### config.mk
export PLATFORM = sky130hd
export DESIGN_NAME = ws281x_decoder_flat
export DESIGN_NICKNAME = d
export VERILOG_FILES = /design/src/rtl/ws281x_decoder_if.sv /design/src/rtl/ws281x_decoder.sv /design/src/flat_wrapper.sv
export SDC_FILE = /design/constraint.sdc
export NUM_CORES = 1
export LEC_CHECK = 0
export ABC_AREA = 1
export BUFFER_PORTS_ARGS = -buffer_cell sky130_fd_sc_hd__buf_2
export CAP_MARGIN = 0
export CORE_ASPECT_RATIO = 1.25
export CORE_MARGIN = 1
export CORE_UTILIZATION = 30
export CTS_CLUSTER_SIZE = 24
export DETAILED_ROUTE_END_ITERATION = 16
export HOLD_SLACK_MARGIN = 0.03
export SYNTH_ARGS = -nofsm -noshare
export SYNTH_HDL_FRONTEND = slang
export SYNTH_SLANG_ARGS = --single-unit
### constraint.sdc
create_clock -name clk_in -period 2.7 [get_ports clk_in]
set_input_delay 0.135 -clock clk_in [delete_from_list [all_inputs] [get_ports clk_in]]
set_output_delay 0.135 -clock clk_in [all_outputs]
set_load 0.01 [all_outputs]
### src/rtl/ws281x_decoder_if.sv
// Pixel output channel of the ws281x decoder.
`timescale 1ns / 1ps
interface ws281x_decoder_if #(
  parameter int IDX_W = 6
) ();
  // Valid/ready: the producer raises pix_valid_out and holds it, with pix_data_out and
  // pix_idx_out stable, until a rising clk_in edge samples pix_valid_out & pix_ready_in.
  // pix_valid_out never depends combinationally on pix_ready_in.
  logic              pix_valid_out;
  logic              pix_ready_in;
  logic [23:0]       pix_data_out;
  logic [IDX_W-1:0]  pix_idx_out;

  modport master (output pix_valid_out, output pix_data_out, output pix_idx_out, input pix_ready_in);
  modport slave  (input pix_valid_out, input pix_data_out, input pix_idx_out, output pix_ready_in);
endinterface

### src/rtl/ws281x_decoder.sv
// ws281x line receiver: measures pulse widths, packs 24-bit pixels, flags frame gaps and errors.
// Optional WS281X_DEC_ERR_CNT_EN adds err_cnt_out, a saturating count of err and ovf pulses.
`timescale 1ns / 1ps
module ws281x_decoder #(
  parameter int CNT_W = 8,
  parameter int RST_W = 16,
  parameter int IDX_W = 6
) (
  input  logic             clk_in,
  input  logic             rst_in,
  input  logic             ws281x_code_in,
  input  logic [CNT_W-1:0] thr_cnt_in,
  input  logic [CNT_W-1:0] hmax_cnt_in,
  input  logic [RST_W-1:0] rst_cnt_in,
  ws281x_decoder_if.master pix_if,
  output logic             frame_done_out,
  output logic             err_out,
  output logic             ovf_out,
  output logic [1:0]       state_dbg_out
`ifdef WS281X_DEC_ERR_CNT_EN
  ,
  output logic [15:0]      err_cnt_out
`endif
);

  typedef enum logic [1:0] {ST_SYNC = 2'd0, ST_LOW = 2'd1, ST_HIGH = 2'd2} state_e;

  state_e           state_q, state_d;
  logic             sync1_q, sync1_d, sync2_q, sync2_d, edge_q, edge_d;
  logic [RST_W-1:0] low_cnt_q, low_cnt_d;
  logic [CNT_W-1:0] high_cnt_q, high_cnt_d;
  logic [4:0]       bit_cnt_q, bit_cnt_d;
  logic [23:0]      shift_q, shift_d;
  logic [IDX_W-1:0] idx_q, idx_d;
  logic             pix_seen_q, pix_seen_d;
  logic             gap_q, gap_d;
  logic             pix_valid_q, pix_valid_d;
  logic [23:0]      pix_data_q, pix_data_d;
  logic [IDX_W-1:0] pix_idx_q, pix_idx_d;
  logic             frame_done_q, frame_done_d;
  logic             err_q, err_d;
  logic             ovf_q, ovf_d;

  logic             level, rise, fall;
  logic [RST_W-1:0] low_inc;
  logic [CNT_W-1:0] high_inc;
  logic [23:0]      new_shift;

  assign level     = sync2_q;
  assign rise      = sync2_q & ~edge_q;
  assign fall      = ~sync2_q & edge_q;
  assign low_inc   = (&low_cnt_q) ? low_cnt_q : low_cnt_q + RST_W'(1);
  assign high_inc  = (&high_cnt_q) ? high_cnt_q : high_cnt_q + CNT_W'(1);
  assign new_shift = {shift_q[22:0], (high_cnt_q > thr_cnt_in)};

  always_ff @(posedge clk_in) begin
    if (rst_in) state_q <= ST_SYNC;
    else        state_q <= state_d;
  end

  always_comb begin
    state_d = state_q;
    case (state_q)
      ST_SYNC: if (!level && (low_cnt_q == rst_cnt_in)) state_d = ST_LOW;
      ST_LOW:  if (rise) state_d = ST_HIGH;
      ST_HIGH: begin
        if (high_cnt_q >= hmax_cnt_in) state_d = ST_SYNC;
        else if (fall)                 state_d = ST_LOW;
      end
      default: state_d = ST_SYNC;
    endcase
  end

  always_comb begin
    sync1_d      = ws281x_code_in;
    sync2_d      = sync1_q;
    edge_d       = sync2_q;
    low_cnt_d    = low_cnt_q;
    high_cnt_d   = high_cnt_q;
    bit_cnt_d    = bit_cnt_q;
    shift_d      = shift_q;
    idx_d        = idx_q;
    pix_seen_d   = pix_seen_q;
    gap_d        = gap_q;
    pix_valid_d  = pix_valid_q & ~pix_if.pix_ready_in;
    pix_data_d   = pix_data_q;
    pix_idx_d    = pix_idx_q;
    frame_done_d = 1'b0;
    err_d        = 1'b0;
    ovf_d        = 1'b0;
    case (state_q)
      ST_SYNC: begin
        // No frame is in progress while hunting for the gap; gap_q stays set so LOW starts quiet.
        low_cnt_d  = level ? '0 : low_inc;
        bit_cnt_d  = '0;
        idx_d      = '0;
        pix_seen_d = 1'b0;
        gap_d      = 1'b1;
      end
      ST_LOW: begin
        if (rise) begin
          high_cnt_d = CNT_W'(1);
          low_cnt_d  = '0;
          gap_d      = 1'b0;
        end else begin
          low_cnt_d = low_inc;
          if (!gap_q && (low_cnt_q == rst_cnt_in)) begin
            gap_d      = 1'b1;
            bit_cnt_d  = '0;
            idx_d      = '0;
            pix_seen_d = 1'b0;
            if (bit_cnt_q != 5'd0) err_d = 1'b1;
            else if (pix_seen_q)   frame_done_d = 1'b1;
          end
        end
      end
      ST_HIGH: begin
        if (high_cnt_q >= hmax_cnt_in) begin
          err_d     = 1'b1;
          bit_cnt_d = '0;
          low_cnt_d = '0;
        end else if (fall) begin
          shift_d   = new_shift;
          low_cnt_d = RST_W'(1);
          if (bit_cnt_q == 5'd23) begin
            bit_cnt_d  = '0;
            pix_seen_d = 1'b1;
            idx_d      = idx_q + IDX_W'(1);
            // A free slot or a same-cycle acceptance takes the new pixel; otherwise it is lost.
            if (!pix_valid_q || pix_if.pix_ready_in) begin
              pix_valid_d = 1'b1;
              pix_data_d  = new_shift;
              pix_idx_d   = idx_q;
            end else begin
              ovf_d = 1'b1;
            end
          end else begin
            bit_cnt_d = bit_cnt_q + 5'd1;
          end
        end else begin
          high_cnt_d = high_inc;
        end
      end
      default: ;
    endcase
  end

  always_ff @(posedge clk_in) begin
    if (rst_in) begin
      sync1_q      <= 1'b0;
      sync2_q      <= 1'b0;
      edge_q       <= 1'b0;
      low_cnt_q    <= '0;
      high_cnt_q   <= '0;
      bit_cnt_q    <= '0;
      shift_q      <= '0;
      idx_q        <= '0;
      pix_seen_q   <= 1'b0;
      gap_q        <= 1'b0;
      pix_valid_q  <= 1'b0;
      pix_data_q   <= '0;
      pix_idx_q    <= '0;
      frame_done_q <= 1'b0;
      err_q        <= 1'b0;
      ovf_q        <= 1'b0;
    end else begin
      sync1_q      <= sync1_d;
      sync2_q      <= sync2_d;
      edge_q       <= edge_d;
      low_cnt_q    <= low_cnt_d;
      high_cnt_q   <= high_cnt_d;
      bit_cnt_q    <= bit_cnt_d;
      shift_q      <= shift_d;
      idx_q        <= idx_d;
      pix_seen_q   <= pix_seen_d;
      gap_q        <= gap_d;
      pix_valid_q  <= pix_valid_d;
      pix_data_q   <= pix_data_d;
      pix_idx_q    <= pix_idx_d;
      frame_done_q <= frame_done_d;
      err_q        <= err_d;
      ovf_q        <= ovf_d;
    end
  end

  assign pix_if.pix_valid_out = pix_valid_q;
  assign pix_if.pix_data_out  = pix_data_q;
  assign pix_if.pix_idx_out   = pix_idx_q;
  assign frame_done_out       = frame_done_q;
  assign err_out              = err_q;
  assign ovf_out              = ovf_q;
  assign state_dbg_out        = state_q;

`ifdef WS281X_DEC_ERR_CNT_EN
  logic [15:0] err_cnt_q, err_cnt_d;

  always_comb begin
    err_cnt_d = err_cnt_q;
    if ((err_q || ovf_q) && !(&err_cnt_q)) err_cnt_d = err_cnt_q + 16'd1;
  end

  always_ff @(posedge clk_in) begin
    if (rst_in) err_cnt_q <= '0;
    else        err_cnt_q <= err_cnt_d;
  end

  assign err_cnt_out = err_cnt_q;
`endif

endmodule

### src/flat_wrapper.sv
// flat-port wrapper written by rule: the top's interface ports become plain ports
module ws281x_decoder_flat 
#(
  parameter int CNT_W = 8,
  parameter int RST_W = 16,
  parameter int IDX_W = 6
)
  (clk_in, rst_in, ws281x_code_in, thr_cnt_in, hmax_cnt_in, rst_cnt_in, frame_done_out, err_out, ovf_out, state_dbg_out, pix_if_pix_valid_out, pix_if_pix_data_out, pix_if_pix_idx_out, pix_if_pix_ready_in);
  ws281x_decoder_if #(.IDX_W(IDX_W)) pix_if_i ();
  input  logic clk_in;
  input  logic rst_in;
  input  logic ws281x_code_in;
  input  logic [CNT_W-1:0] thr_cnt_in;
  input  logic [CNT_W-1:0] hmax_cnt_in;
  input  logic [RST_W-1:0] rst_cnt_in;
  output logic frame_done_out;
  output logic err_out;
  output logic ovf_out;
  output logic [1:0] state_dbg_out;
  output wire logic [$bits(pix_if_i.pix_valid_out)-1:0] pix_if_pix_valid_out;
  output wire logic [$bits(pix_if_i.pix_data_out)-1:0] pix_if_pix_data_out;
  output wire logic [$bits(pix_if_i.pix_idx_out)-1:0] pix_if_pix_idx_out;
  input wire logic [$bits(pix_if_i.pix_ready_in)-1:0] pix_if_pix_ready_in;
  assign pix_if_pix_valid_out = pix_if_i.pix_valid_out;
  assign pix_if_pix_data_out = pix_if_i.pix_data_out;
  assign pix_if_pix_idx_out = pix_if_i.pix_idx_out;
  assign pix_if_i.pix_ready_in = pix_if_pix_ready_in;
  ws281x_decoder #(.CNT_W(CNT_W), .RST_W(RST_W), .IDX_W(IDX_W)) u_core (.clk_in(clk_in), .rst_in(rst_in), .ws281x_code_in(ws281x_code_in), .thr_cnt_in(thr_cnt_in), .hmax_cnt_in(hmax_cnt_in), .rst_cnt_in(rst_cnt_in), .pix_if(pix_if_i), .frame_done_out(frame_done_out), .err_out(err_out), .ovf_out(ovf_out), .state_dbg_out(state_dbg_out));
endmodule
==> run metrics, run 1 <==
status finished, final reports clean; Core ar. about 17000 µm²; Worst Path Arrival about 2.5 ns; Hold Violations, Final 0; post_cts resized 0; Post-Syn Instances 788; layout cell share with drive strength beyond 1 between 10 and 15%; Fin Setup TNS 0 ns; height of the die 150.2 µm; Fill cells 1873; GR Overflow Total 0; HP Class in2reg; TritonCTS buffer count 9; Reg clk slew, reported paths 0.07 ns; H-Tree Depth 3; hold-fix buffers at CTS 1; DR pass1 iterations 6; largest net degree at the start of global routing 45; Period Utilization, post-route a little over four fifths; global-route wire length before repair 20900 µm; placed cell count 1060; CTS Buffer Depth 2; Area after DPL 5836 µm²; Antenna Cells 0; largest family of logic cells by synthesized area simple AND/OR/NAND/NOR gates; post-synthesis sequential area ratio 37.60%; Worst slew margin between 50% and 60%; worst vdd ir 0.3207 mV; Initial Utilization 31.05%; yosys warns 0; CP endpoint kind flop; Residual DRC 0; Power, Total roughly 3.7 mW; Post-CTS Setup Inserts 0; final hold slack 0.3157 ns; GRT Total Usage 14.46%; GPL Wtd Cong 0.8141; Max Slew Vio Count 0; fin crit period roughly 2.3 ns; Die ar. 18110 µm²; area of the multi-input gates roughly 2800 µm²; Critical Path RT roughly 2.9 ns; total wire length roughly 12000 µm; initial antenna violation count 0; Layout Skew 0.008169 ns; final instance count without filler cells 1076; Clock Sinks 99; Clock Tree Root clkbuf_16; port buffer count 71; XOR/XNOR Fraction of Synth Area 1.828%; Final Core Density 36.14%; final setup margin 0.4175 ns; Mean Syn Cell Area 6.689 µm²; fin area 6136 µm²; PwrDens 605.2 nW/µm²; vias in the first global route 4447; Routed Antenna Nets 0; Synth cell types 30; Area Overhead vs Synth 16.40%; synthesized flop and latch total between 90 and 100; Post-Syn Nets 849; Synth Area in Simple Gates 33.54%; Post-Syn Area 5271 µm²; Synth Area in Adders 5.934%; row count 53; via count 4935; Setup CP Type reg2reg; Horiz. Die Dim approximately 120 µm; Worst-Margin Slew 0.7350 ns; Ports 72; LEAKAGE 2.885 nW; TritonCTS clock tree done; Setup Viol. Count Final 0; Routed wire per std cell roughly 12 µm; worst skew pair latency 0.35 ns; pre-CTS setup slack 0.4300 ns; CP max FO 24; RSZ-0062 raised after global routing no; Via density 4.586; DRT iter0 DRCs 182; hpwl dp 9053 µm; Achievable Freq ~440 MHz; max-cap violations 0; register area 1982 µm²; mux cell area share after synthesis 0%; Synth Area in Compound Gates 11.01%; startpoint types flop; nets ~900
==> registers in the layout (all words and copies together) (netlist names) <==
register                     count
u_core.shift_q                  23
u_core.sync1_q                   1
u_core.edge_q                    1
u_core.ovf_out                   1
u_core.pix_if.pix_data_out      24
u_core.idx_q                     6
u_core.pix_if.pix_idx_out        6
u_core.pix_seen_q                1
u_core.err_out                   1
u_core.high_cnt_q                8
u_core.state_dbg_out             2
u_core.low_cnt_q                16
u_core.bit_cnt_q                 5
u_core.pix_if.pix_valid_out      1
u_core.frame_done_out            1
u_core.gap_q                     1
u_core.edge_d                    1
==> synth_stat cells <==
cell / instances / area share, %
nand2_1: 180 / 13
clkinv_1: 1 / 0.071
nor2_1: 136 / 9.7
inv_1: 93 / 6.6
o21ai_2: 2 / 0.33
clkbuf_1: 13 / 0.93
a21oi_1: 60 / 5.7
a21oi_2: 1 / 0.17
buf_6: 2 / 0.43
nor3_1: 7 / 0.66
xor2_1: 11 / 1.8
a211oi_1: 1 / 0.14
inv_2: 8 / 0.57
ha_1: 25 / 5.9
nor3_4: 1 / 0.31
nor2_4: 3 / 0.64
nor2_2: 3 / 0.36
nand2_4: 1 / 0.21
o22ai_1: 1 / 0.12
o21ai_0: 45 / 4.3
nand3_1: 34 / 3.2
buf_4: 1 / 0.14
nand3_2: 5 / 0.95
nand3b_1: 1 / 0.14
o21bai_1: 1 / 0.14
buf_2: 14 / 1.3
nand4_1: 37 / 4.4
a21o_1: 1 / 0.14
dfxtp_1: 99 / 38
nor3b_1: 1 / 0.14
==> final timing paths <==
kind | start | end | slack [ns] | cells after the start
min | rst_cnt_in[12] | u_core.frame_done_out | 0.32 | 8
min reg2reg | u_core.sync1_q | u_core.edge_d | 0.42 | 2
max reg2reg | u_core.high_cnt_q[0] | u_core.shift_q[22] | 0.42 | 12
max | u_core.high_cnt_q[0] | u_core.shift_q[22] | 0.42 | 12
==> cell families after synthesis <==
logic type	after synthesis
simple gates	409
compound gates	112
xor+xnor	11
fa+ha+maj	25
flops	99
buf+inv	132
==> critical path, stage by stage, from the launching register on <==
cell and delay [ns]:
dfxtp_1 0.41, inv_1 0.10, ha_1 0.27, nand2_1 0.06, nand3_1 0.08, nand2_1 0.07
nand2_1 0.05, nand2_1 0.12, nand3_2 0.19, nor2_4 0.16, inv_1 0.32, o21ai_0 0.27
a21oi_1 0.05
==> cells in the final DEF (no fill, tap or decap), types with 2 or more instances in the layout <==
cell,count
nor2_2,3
inv_1,93
nor3_1,7
inv_2,8
nand3_1,34
a21oi_1,60
nor2_1,136
dfxtp_1,99
xor2_1,11
buf_4,11
o21ai_0,45
nand4_1,37
clkbuf_16,9
nor2_4,3
nand3_2,5
ha_1,25
nand2_1,180
o21ai_2,2
inv_6,3
buf_2,71
==> per-layer routing <==
metal | vias up | share of wire (%) | GRT usage (%)
li1 | 2648 | - | -
met1 | 2215 | 48 | 17.37
met2 | 62 | 48 | 25.95
met3 | 10 | 2.7 | 2.311
met4 | 0 | 1.2 | 5.000
met5 | - | 0 | 0
==> where the power goes <==
part	switching (mW)	internal, mW	total, mW
clock	0.579	0.723	1.30
sequential	0.0874	1.56	1.65
combinational	0.518	0.245	0.763
==> layout make-up <==
cell class / instances / share of cell area (%)
Multi-Input combinational cell: 557 / 44.94
Sequential cell: 99 / 32.30
Timing Repair Buffer: 83 / 7.300
Inverter: 102 / 6.240
Tap cell: 220 / 4.486
Clock buffer: 10 / 3.732
Clock inverter: 5 / 0.9992
Note: power is estimated with default switching activity, not from simulation.
==> inputs of run 2 (changes only) <==
==> constraint.sdc (replaced) <==
create_clock -name clk_in -period 2.4 [get_ports clk_in]
set_input_delay 0.12 -clock clk_in [delete_from_list [all_inputs] [get_ports clk_in]]
set_output_delay 0.12 -clock clk_in [all_outputs]
set_load 0.01 [all_outputs]
==> run 2 against run 1 <==
  * Via count is 0.22% lower
  * Clock-buffer cell count down 1
  * Cell area grew 0.90%
  * Non-clock buffer count increased by 5
  * Global-route usage up 0.50 points
  * Worst hold slack lost 0.11 ns
==> run metrics, run 2 (synthesis gave the netlist of run 1 again) <==
CP bufs+invs 2; wire length on met3 504 µm; worst r2r dst u_core.pix_if.pix_data_out[4]; critical path's top delay family compound AO/OA/AOI/OAI gates; Area Overhead vs Synth 17.45%; Worst slew margin 66.81%; Hold EP u_core.pix_if.pix_data_out[23]; Routed wire per std cell 11.98 µm; Max Slew Vio Count 0; Via density roughly 4.6; HP Class in2reg; Post-CTS Setup Inserts 0; global-route wire length before repair 21500 µm; Reg clk slew, reported paths 0.08 ns; combinational power share 21.1%; startpoint types flop; Hold Violations, Final 0; Clock Tree Root clkbuf_16; Worst Path Arrival 2.41 ns; PwrDens between 600 and 700 nW/µm²; Setup Viol. Count Final 0; port buffer count 71; Achievable Freq 461.3 MHz; row count 53; Hold Crit Start rst_in; Initial Utilization 31.05%; Seq pwr share 43.6%; DRT met1 WL 6043 µm; Antenna Cells 0; Ports between 70 and 80; Layout Skew between 0.008 and 0.009 ns; Clock Power Share 35.3%; worst skew pair latency 0.36 ns; worst r2r src u_core.high_cnt_q[7]; Largest register FFs 24; most frequent cells in the layout nand2_1, nor2_1, dfxtp_1, inv_1, buf_2; GRT Total Usage 14.95%; CP max-delay cell dfxtp_1; Setup CP Type reg2reg; nets 918; max-cap violations 0; Worst path max stage delay 0.41 ns; fin area 6191 µm²; layout cell share with drive strength beyond 1 14.85%; most common cell after layout, fill and taps aside nand2_1; worst vdd ir 0.4597 mV; DR pass1 iterations 4; Core ar. ~17000 µm²; height of the die 150.2 µm; Residual DRC 0; Clock Sinks 99; GPL Wtd Cong ~0.8; Critical Path RT 2.64 ns; vias in the first global route about 4500; R2R depth 9; fin crit period 2.168 ns; H-Tree Depth 3; Area after DPL 5873 µm²; total wire length 12960 µm; Hold Crit Depth 2; metal2 WL 6178 µm; P_int about 2.8 mW; RSZ-0062 raised after global routing no; CP max FO 40; TritonCTS buffer count 9; Sw Share between 30% and 40%; Period Utilization, post-route 90.32%; P_sw ~1.4 mW; TritonCTS clock tree done; CTS Buffer Depth 2; Routed Antenna Nets 0; stages on the worst setup path 9; Die ar. approximately 18000 µm²; hpwl dp 9447 µm; max layer used met4; reg-to-reg slack, setup roughly 0.23 ns; Horiz. Die Dim 120.6 µm; critical-path cell list ha_1 > a21o_1 > nor2_2 > nand3_2 > inv_2 > nand3_1 > buf_4 > o21ai_0 > a21oi_1; status finished, final reports clean; largest net degree at the start of global routing between 40 and 50; CP endpoint kind flop; Fin Setup TNS 0 ns; DRT iter0 DRCs 199; initial antenna violation count 0; Worst-Margin Slew 0.4978 ns; via count 4924; LEAKAGE roughly 2.9 nW; GR Overflow Total 0
==> run 2: cell count changes in the layout (fill, tap and decap cells not counted) <==
cell / previous run / this run
bufinv_16: 1 / 0
nand2_1: 180 / 179
clkinv_2: 1 / 0
clkbuf_1: 1 / 0
inv_6: 3 / 2
nand2_2: 0 / 1
clkinvlp_4: 0 / 1
inv_8: 0 / 2
clkinv_8: 0 / 2
buf_4: 11 / 16
==> run 2: how the worst max path moves through the flow <==
| stage | end | slack [ns] | startpoint |
|---|---|---|---|
| global placement | u_core.low_cnt_q[3] | 0.25 | u_core.high_cnt_q[1] |
| CTS | u_core.low_cnt_q[3] | 0.21 | u_core.high_cnt_q[7] |
| floorplan | u_core.low_cnt_q[0] | 0.52 | u_core.high_cnt_q[0] |
| finish | u_core.pix_if.pix_data_out[4] | 0.23 | u_core.high_cnt_q[7] |
| detailed placement | u_core.pix_if.pix_data_out[4] | 0.23 | u_core.high_cnt_q[1] |
| global route | u_core.pix_if.pix_data_out[4] | 0.02 | u_core.high_cnt_q[7] |
==> run 2: what timing repair did <==
action | CTS | global route
hold endpoints to repair | 1 | 0
hold buffers | 1 | 0
resized for setup | 0 | 1
setup endpoints to repair | 0 | 1
==> run 2: area by class of cell <==
| type | instances | area (µm²) |
|---|---|---|
| clock buffer | 9 | 225.2 |
| clock inverter | 7 | 80.08 |
| fill | 1881 | 10790 |
| inverter | 102 | 382.9 |
| multi-input combinational | 557 | 2760 |
| sequential | 99 | 1982 |
| tap | 220 | 275.3 |
| timing repair buffer | 88 | 485.5 |
==> run 2: power by group through the flow <==
stage | Combinational, mW | Clock (mW) | Sequential (mW)
after CTS | 0.900 | 1.53 | 1.85
after floorplan | 0.673 | 0 | 1.87
after global routing | 1.01 | 1.59 | 1.87
after detailed placement | 0.896 | 0 | 1.88
final | 0.893 | 1.50 | 1.85
after global placement | 0.900 | 0 | 1.88
==> run 2: through the flow <==
| step | setup WS (ns) | instances | hold slack, ns | utilization, % | power [mW] |
|---|---|---|---|---|---|
| after floorplan | 0.5206 | 788 | 0.2270 | - | 2.541 |
| after global placement | 0.2460 | 1065 | 0.3511 | 34.60 | 2.784 |
| after detailed placement | 0.2304 | 1065 | 0.3529 | 34.60 | 2.780 |
| after CTS | 0.2140 | 1082 | 0.2000 | 36.45 | 4.273 |
| after global routing | 0.02103 | 1082 | 0.2127 | 36.47 | 4.462 |
| final | 0.2323 | 1082 | 0.2059 | 36.47 | 4.235 |
==> run 2: routing by layer <==
metal | up-vias | global-route usage [%]
met4 | 0 | 5.988
met5 | - | 0
met1 | 2177 | 18.10
met3 | 11 | 2.765
met2 | 75 | 26.01
li1 | 2661 | -
==> inputs of run 3 (changes only) <==
==> constraint.sdc (replaced) <==
create_clock -name clk_in -period 2.6 [get_ports clk_in]
set_input_delay 0.26 -clock clk_in [delete_from_list [all_inputs] [get_ports clk_in]]
set_output_delay 0.26 -clock clk_in [all_outputs]
set_load 0.01 [all_outputs]
==> run 3 against run 2 <==
  * Worst hold slack got worse by 0.069 ns
  * Wire length shrank 3.2%
  * Combinational power is 11% lower
  * Via count decreased by 0.22%
  * Clock skew grew 0.0016 ns
  * Critical path depth is 4 higher
  * Final cell count fell by 0.37%
  * Critical endpoint is now u_core.shift_q[6]
  * Largest cell class unchanged
==> run metrics, run 3 (synthesis gave the netlist of run 1 again) <==
Critical Path RT 2.84 ns; Routed Antenna Nets 0; Area Overhead vs Synth 16.31%; LEAKAGE 2.879 nW; Die ar. 18110 µm²; met1 Use GR approximately 18%; Hold Violations, Final 0; GPL Wtd Cong 0.8119; Reg clk slew, reported paths 0.07 ns; CP max FO 17; Period Utilization, post-route between 80% and 90%; status finished, final reports clean; RSZ-0062 raised after global routing no; CP bufs+invs 3; via count 4913; met2 usage 25.86%; hpwl dp a little over 9000 µm; Sw Share between 30% and 40%; hold-fix buffers at CTS 0; global-route wire length before repair between 20000 and 25000 µm; Clock Sinks 99; Clock Tree Root clkbuf_16; layout cell share with drive strength beyond 1 14.22%; port buffer count a little over 70; GRT Total Usage 14.75%; Setup Viol. Count Final 0; Achievable Freq about 440 MHz; Top Usage Layer GRT met2; TritonCTS clock tree done; CP endpoint kind flop; height of the die 150.2 µm; Worst slew margin 64.35%; Fill cells 1873; Clock Power Share ~34%; most frequent cells in the layout nand2_1, nor2_1, dfxtp_1, inv_1, buf_2; nets 914; total wire length 12550 µm; Ports 72; max-cap violations 0; final setup margin between 0.3 and 0.4 ns; Fin Setup TNS 0 ns; Routed wire per std cell 11.64 µm; GR Overflow Total 0; H-Tree Depth 3; P_int about 2.6 mW; Seq pwr share 45.1%; worst skew pair latency 0.35 ns; Via density around 4.6; P_sw 1.227 mW; PwrDens 617.5 nW/µm²; critical path's top delay family simple AND/OR/NAND/NOR gates; TritonCTS buffer count 9; HP Class in2reg; grt met3 use under 10%; combinational power share between 20% and 30%; Max Slew Vio Count 0; CP most frequent cell nand2_1; Layout Skew 0.01044 ns; Power, Total 3.786 mW; Post-CTS Setup Inserts 0; DR pass1 iterations 4; initial antenna violation count 0; Setup CP Type reg2reg; Largest register FFs 24; Horiz. Die Dim ~120 µm; Worst-Margin Slew between 0.5 and 0.6 ns; Worst Path Arrival 2.49 ns; largest net degree at the start of global routing 45; DRT iter0 DRCs 217; post_cts resized 0; critical-path cell list inv_1 > ha_1 > nand2_1 > nand3_1 > nand2_1 > nand2_1 > nand2_1 > nand3_2 > nor2_4 > inv_1 > buf_4 > nor2_1 > nor2_1; Antenna Cells 0; Residual DRC 0; Core ar. approximately 17000 µm²; Area after DPL roughly 5900 µm²; pre-CTS setup slack 0.3387 ns; CP max-delay cell dfxtp_1; row count 53; fin crit period between 2 and 2.5 ns; CTS Buffer Depth 2; vias in the first global route about 4600; startpoint types flop; fin area 6131 µm²; worst vdd ir slightly above 0.4 mV; Worst path max stage delay around 0.40 ns; most common cell after layout, fill and taps aside nand2_1; Initial Utilization 31.05%
## run 3: final cells by class
class / instances / area, µm² / area share [%]
tap: 220 / 275.3 / 4.490
inverter: 102 / 382.9 / 6.245
multi-input combinational: 557 / 2758 / 44.98
timing repair buffer: 84 / 452.9 / 7.388
clock inverter: 4 / 33.78 / 0.5510
clock buffer: 12 / 246.5 / 4.020
sequential: 99 / 1982 / 32.33
## run 3: routing by layer
| metal | up-vias | wire (µm) |
|---|---|---|
| met4 | 0 | 145 |
| met5 | - | 0 |
| met1 | 2163 | 5848 |
| li1 | 2657 | - |
| met2 | 84 | 6052 |
| met3 | 9 | 499 |
## run 3: worst paths after layout
check | startpoint | to | slack (ns) | cells after the start
max | u_core.high_cnt_q[0] | u_core.shift_q[6] | 0.35 | 13
min | ws281x_code_in | u_core.sync1_q | 0.14 | 3
max reg2reg | u_core.high_cnt_q[0] | u_core.shift_q[6] | 0.35 | 13
min reg2reg | u_core.sync1_q | u_core.edge_d | 0.41 | 2
## run 3: tightest hold or removal path, delay by kind of cell
family        cells  cell delay, ns
simple gates      1            0.03
buf+inv           2            0.15
## run 3: stage by stage
stage	hold slack, ns	utilization, %	std cells
after global placement	0.3955	34.46	1062
after global routing	0.1345	36.11	1078
after detailed placement	0.3979	34.46	1062
after floorplan	0.3670	-	788
final	0.1371	36.11	1078
after CTS	0.1265	36.11	1078
## run 3: power by group through the flow
stage / sequential, mW / clock, mW / combinational, mW
3_5_place_dp: 1.74 / 0 / 0.806
4_1_cts: 1.71 / 1.32 / 0.811
5_1_grt: 1.72 / 1.39 / 0.933
3_3_place_gp: 1.74 / 0 / 0.802
6_report: 1.71 / 1.28 / 0.797
2_1_floorplan: 1.72 / 0 / 0.621
